$ cat src/rtl/reg_bank_if.sv
// rtl/reg_bank_if.sv - register bank request/response bundle
interface reg_bank_if #(
    parameter int DATA_W = 8,
    parameter int ADDR_W = 3
);
    logic [DATA_W-1:0] or_in;
    logic [DATA_W-1:0] alu_in;
    logic [1:0]        mux_sel;
    logic              wr_en;
    logic [ADDR_W-1:0] wr_addr;
    logic              rd_en;
    logic [ADDR_W-1:0] rs_a;
    logic [ADDR_W-1:0] rs_b;
    logic              swap_req;
    logic [DATA_W-1:0] dataout_A;
    logic [DATA_W-1:0] dataout_B;
    logic              busy;

    modport master (
        output or_in, alu_in, mux_sel, wr_en, wr_addr, rd_en, rs_a, rs_b, swap_req,
        input  dataout_A, dataout_B, busy
    );

    modport slave (
        input  or_in, alu_in, mux_sel, wr_en, wr_addr, rd_en, rs_a, rs_b, swap_req,
        output dataout_A, dataout_B, busy
    );
endinterface

$ cat src/rtl/reg_bank.sv
// rtl/reg_bank.sv - register bank with write mux, bypassed dual read and two-cycle swap
module reg_bank #(
    parameter int DATA_W   = 8,
    parameter int NUM_REGS = 8,
    parameter int ADDR_W   = 3
) (
    input  logic       clk,
    input  logic       rst,
    reg_bank_if.slave  bus
);
    typedef enum logic {IDLE, SWAP2} state_t;

    state_t            state, next_state;
    logic [DATA_W-1:0] regs [NUM_REGS];
    logic [DATA_W-1:0] tmp;
    logic [ADDR_W-1:0] swap_b;

    logic              a_ok, b_ok, w_ok;
    logic [DATA_W-1:0] rd_a, rd_b, wr_data;
    logic              do_write, do_read, swap_start, swap_finish;

    function automatic logic in_range(input logic [ADDR_W-1:0] addr);
        return int'(addr) < NUM_REGS;
    endfunction

    // Address decode, out-of-range reads return zero, write source select
    always_comb begin
        a_ok = in_range(bus.rs_a);
        b_ok = in_range(bus.rs_b);
        w_ok = in_range(bus.wr_addr);
        rd_a = a_ok ? regs[bus.rs_a] : '0;
        rd_b = b_ok ? regs[bus.rs_b] : '0;
        case (bus.mux_sel)
            2'b00:   wr_data = bus.or_in;
            2'b01:   wr_data = bus.alu_in;
            2'b10:   wr_data = rd_a;
            default: wr_data = '0;
        endcase
    end

    // State register
    always_ff @(posedge clk) begin
        if (rst) state <= IDLE;
        else     state <= next_state;
    end

    // Next state: only a fully in-range swap leaves IDLE
    always_comb begin
        next_state = state;
        case (state)
            IDLE:    if (bus.swap_req && a_ok && b_ok) next_state = SWAP2;
            SWAP2:   next_state = IDLE;
            default: next_state = IDLE;
        endcase
    end

    // Control strobes: swap_req masks same-cycle read/write, SWAP2 masks everything
    always_comb begin
        do_write    = 1'b0;
        do_read     = 1'b0;
        swap_start  = 1'b0;
        swap_finish = 1'b0;
        case (state)
            IDLE: begin
                swap_start = bus.swap_req && a_ok && b_ok;
                do_write   = !bus.swap_req && bus.wr_en && w_ok;
                do_read    = !bus.swap_req && bus.rd_en;
            end
            SWAP2:   swap_finish = 1'b1;
            default: ;
        endcase
    end

    // Busy mirrors the second swap cycle
    always_ff @(posedge clk) begin
        if (rst) bus.busy <= 1'b0;
        else     bus.busy <= swap_start;
    end

    // Register file: swap first half, swap second half, or ordinary write
    always_ff @(posedge clk) begin
        if (rst) begin
            for (int i = 0; i < NUM_REGS; i++) regs[i] <= '0;
            tmp    <= '0;
            swap_b <= '0;
        end else if (swap_start) begin
            tmp            <= rd_a;
            regs[bus.rs_a] <= rd_b;
            swap_b         <= bus.rs_b;
        end else if (swap_finish) begin
            regs[swap_b] <= tmp;
        end else if (do_write) begin
            regs[bus.wr_addr] <= wr_data;
        end
    end

    // Read ports with same-cycle write bypass; hold when not reading
    always_ff @(posedge clk) begin
        if (rst) begin
            bus.dataout_A <= '0;
            bus.dataout_B <= '0;
        end else if (do_read) begin
            bus.dataout_A <= (do_write && bus.wr_addr == bus.rs_a) ? wr_data : rd_a;
            bus.dataout_B <= (do_write && bus.wr_addr == bus.rs_b) ? wr_data : rd_b;
        end
    end
endmodule

$ cat src/flat_wrapper.sv
// flat-port wrapper written by rule: the top's interface ports become plain ports
module reg_bank_flat 
#(
    parameter int DATA_W   = 8,
    parameter int NUM_REGS = 8,
    parameter int ADDR_W   = 3
)
  (clk, rst, bus_or_in, bus_alu_in, bus_mux_sel, bus_wr_en, bus_wr_addr, bus_rd_en, bus_rs_a, bus_rs_b, bus_swap_req, bus_dataout_A, bus_dataout_B, bus_busy);
  reg_bank_if #(.DATA_W(DATA_W), .ADDR_W(ADDR_W)) bus_i ();
  input  logic clk;
  input  logic rst;
  input wire logic [$bits(bus_i.or_in)-1:0] bus_or_in;
  input wire logic [$bits(bus_i.alu_in)-1:0] bus_alu_in;
  input wire logic [$bits(bus_i.mux_sel)-1:0] bus_mux_sel;
  input wire logic [$bits(bus_i.wr_en)-1:0] bus_wr_en;
  input wire logic [$bits(bus_i.wr_addr)-1:0] bus_wr_addr;
  input wire logic [$bits(bus_i.rd_en)-1:0] bus_rd_en;
  input wire logic [$bits(bus_i.rs_a)-1:0] bus_rs_a;
  input wire logic [$bits(bus_i.rs_b)-1:0] bus_rs_b;
  input wire logic [$bits(bus_i.swap_req)-1:0] bus_swap_req;
  output wire logic [$bits(bus_i.dataout_A)-1:0] bus_dataout_A;
  output wire logic [$bits(bus_i.dataout_B)-1:0] bus_dataout_B;
  output wire logic [$bits(bus_i.busy)-1:0] bus_busy;
  assign bus_i.or_in = bus_or_in;
  assign bus_i.alu_in = bus_alu_in;
  assign bus_i.mux_sel = bus_mux_sel;
  assign bus_i.wr_en = bus_wr_en;
  assign bus_i.wr_addr = bus_wr_addr;
  assign bus_i.rd_en = bus_rd_en;
  assign bus_i.rs_a = bus_rs_a;
  assign bus_i.rs_b = bus_rs_b;
  assign bus_i.swap_req = bus_swap_req;
  assign bus_dataout_A = bus_i.dataout_A;
  assign bus_dataout_B = bus_i.dataout_B;
  assign bus_busy = bus_i.busy;
  reg_bank #(.DATA_W(DATA_W), .NUM_REGS(NUM_REGS), .ADDR_W(ADDR_W)) u_core (.clk(clk), .rst(rst), .bus(bus_i));
endmodule
$ cat config.mk
export PLATFORM = sky130hd
export DESIGN_NAME = reg_bank_flat
export DESIGN_NICKNAME = d
export VERILOG_FILES = /design/src/rtl/reg_bank_if.sv /design/src/rtl/reg_bank.sv /design/src/flat_wrapper.sv
export SDC_FILE = /design/constraint.sdc
export NUM_CORES = 1
export LEC_CHECK = 0
export CORE_AREA = 2 2 118 120
export CTS_BUF_LIST = sky130_fd_sc_hd__clkbuf_8
export CTS_CLUSTER_SIZE = 10
export DETAILED_ROUTE_END_ITERATION = 7
export DIE_AREA = 0 0 120 122
export GPL_ROUTABILITY_DRIVEN = 0
export PLACE_DENSITY_LB_ADDON = 0.3
export SLEW_MARGIN = 5
export SYNTH_ARGS = -nofsm -noshare
export SYNTH_HDL_FRONTEND = slang
export SYNTH_SLANG_ARGS = --single-unit
$ cat constraint.sdc
create_clock -name clk -period 3.4 [get_ports clk]
set_input_delay 1.02 -clock clk [delete_from_list [all_inputs] [get_ports clk]]
set_output_delay 1.02 -clock clk [all_outputs]
set_load 0.005 [all_outputs]
==> metrics <==
outcome complete, no violations; critical path buffer and inverter count 1; drt total wl 14800 µm; post-synthesis average cell area 9.57 µm²; Initial DRT Pass Iterations 5; Final WS setup 0.431 ns; DRC viols 0; Std-Cell Rows 43; Max-Cap Viols 0; port bufs 48; worst hold path type reg -> reg; fraction of layout instances using a drive strength above 1 15.7%; Nets 651; largest net degree at the start of global routing 40; Post-synth top cells nor2_1 (101), edfxtp_1 (64), nand2_1 (48); Crit Path Max Fanout 8; sequential fraction of the synthesis area 46.6%; worst vdd ir 0.000262 V; clk slew on worst S/H paths 0.11 ns; Die ar. 14600 µm²; Top FF cell, synth edfxtp_1; CTS hold repair buffers 0; total number of vias 4618; LEAKAGE 0.00239 µW; most numerous cell in the Yosys netlist nor2_1; CP Cell Sequence clkdlybuf4s50_1, nand2b_1, mux2_2, o32ai_1, nand2_1, nand2b_1; ANT cells 0; wire per inst 18.4 µm; Seq cells post-synth 92; ys async rst share 0%; Synth Instances 557; pre-CTS WS 0.0616 ns; Final period util 87.3%; Worst-Margin Slew 0.679 ns; total CTS buffers 9; Total GRT Usage 20.4%; vias in the first global route 4325; CP dominant cell by count nand2b_1; skew final 0.0141 ns; PwrDens 407 nW/µm²; post-route setup TNS 0 ns; Synth warnings 0; area delta synth->final 20.3%; CTS tree built; Die Wd 120 µm; first-pass GRT wire length 23100 µm; hpwl dp 10900 µm; setup violators final 0; CP required 3.43 ns; Fin. Hold Viols 0; Longest Clk Path Bufs 2; Startpoint Class primary input; leading post-synthesis cells by cell area edfxtp_1 (36%), dfxtp_1 (11%), mux2i_1 (7.3%), nor2_1 (7.1%), mux2_2 (6.8%); Die Span Y 122 µm; minimum clock period 2.97 ns; Synth top area share 36.1%; antenna violations before repair 0; H-tree levels 3; Syn Std Cell Area 5330 µm²; Final ANT Viol Nets 0; CP Capture Type register; post-CTS sizing 0; crit path DAT 3.00 ns; Via density 5.74; GRT overflow 0; Slew headroom 54.7%; root buf cell clkbuf_8; Netlist cell types 47; max incr delay on CP 0.56 ns; slowest CP cell clkdlybuf4s50_1; initial core utilization 39.5%; TritonCTS Sinks 92; area leader, netlist edfxtp_1; Post-CTS Setup Bufs 0; fmax 0.337 GHz; initial detailed-routing violation count 460; Syn Nets 589; final-layout fill cell count 1269; critical path type in -> reg; final slew viol count 0; core area 13500 µm²; RSZ-0062 raised after global routing false; IO Count 49; Crit path max-delay family simple AND/OR/NAND/NOR gates; Post-synth EDFFs 64; Clock Latency Late Sink 0.37 ns
-- per-layer routing --
metal | share of wire (%) | GRT usage, % | vias to the layer above
met5 | 0 | 0 | -
met1 | 44 | 27.7 | 2221
met3 | 7.9 | 4.26 | 18
li1 | - | - | 2181
met4 | 1.3 | 5.59 | 0
met2 | 47 | 33.2 | 198
-- worst min-delay path: cells and delay by family (launching register included) --
| kind | cells | cell delay, ns |
|---|---|---|
| simple gates | 1 | 0.05 |
| flops | 1 | 0.32 |
| compound gates | 1 | 0.05 |
-- cells by family (layout without fill, tap and decap cells) --
group / count (synthesis) / after routing / share of synthesized area [%]
buf+inv: 43 / 110 / 3.45
xor+xnor: 6 / 6 / 0.986
compound gates: 120 / 120 / 15.0
simple gates: 225 / 225 / 19.9
flops: 92 / 92 / 46.6
mux: 71 / 71 / 14.1
-- stage by stage --
step | total power [µW] | cells | hold WS [ns] | util (%) | cell area [µm²]
2_1_floorplan | 1640 | 557 | 0.431 | - | 5330
3_3_place_gp | 1860 | 788 | 0.436 | 46.0 | 6220
3_5_place_dp | 1880 | 788 | 0.443 | 46.0 | 6220
4_1_cts | 2610 | 804 | 0.457 | 47.5 | 6410
5_1_grt | 2710 | 804 | 0.476 | 47.5 | 6410
6_report | 2610 | 804 | 0.462 | 47.5 | 6410
-- power by group --
| group | internal [µW] | switching [µW] | leakage, µW |
|---|---|---|---|
| Combinational | 242 | 311 | 0.00140 |
| Sequential | 1270 | 37.7 | 0.000895 |
| Clock | 290 | 465 | 0.0000974 |
| Total | 1800 | 813 | 0.00239 |
-- state kept, by name (all words and copies together) (netlist names) --
register and flops:
u_core.bus.dataout_A 8, u_core.regs 64, u_core.state 1, u_core.bus.dataout_B 8, u_core.tmp 8, u_core.swap_b 3
-- cell type report --
cell class,count,area (µm²),area share (%)
sequential,92,2480,38.7
clock buffer,9,124,1.93
clock inverter,7,72.6,1.13
multi-input combinational,422,2670,41.7
inverter,3,11.3,0.176
timing repair buffer,91,823,12.8
tap,180,225,3.51
-- path summary, 6_finish.rpt --
| path | slack, ns | to | depth (start not counted) | startpoint |
|---|---|---|---|---|
| max | 0.43 | u_core.regs[6][3]$_SDFFCE_PN0P_ | 6 | rst |
| min | 0.46 | u_core.tmp[1]$_SDFFE_PP0P_ | 2 | u_core.tmp[1]$_SDFFE_PP0P_ |
| max reg2reg | 0.88 | u_core.regs[6][3]$_SDFFCE_PN0P_ | 5 | u_core.state$_SDFF_PP0_ |
| min reg2reg | 0.46 | u_core.tmp[1]$_SDFFE_PP0P_ | 2 | u_core.tmp[1]$_SDFFE_PP0P_ |
-- cells in the final DEF, fill, tap and decap left out, types with 4 or more instances in the layout --
cell             synthesis  layout
clkdlybuf4s50_1          0      47
nand2b_1                17      17
mux2_2                  32      32
o31ai_1                  6       6
nor2b_1                 10      10
nand2_1                 48      48
a211oi_1                11      11
a31oi_1                  6       6
o21ai_1                  5       5
a21oi_1                 20      20
dfxtp_1                 28      28
a311oi_1                 8       8
a22o_1                   8       8
nor3_1                  17      17
o21ai_0                 13      13
buf_4                    1      41
o211ai_1                 4       4
edfxtp_1                64      64
clkbuf_8                 0       9
nand3_1                  8       8
nor2_1                 101     101
mux2i_1                 39      39
o22ai_1                 23      23
xor2_1                   6       6
a22oi_1                  7       7
(Power assumes the default switching activity.)
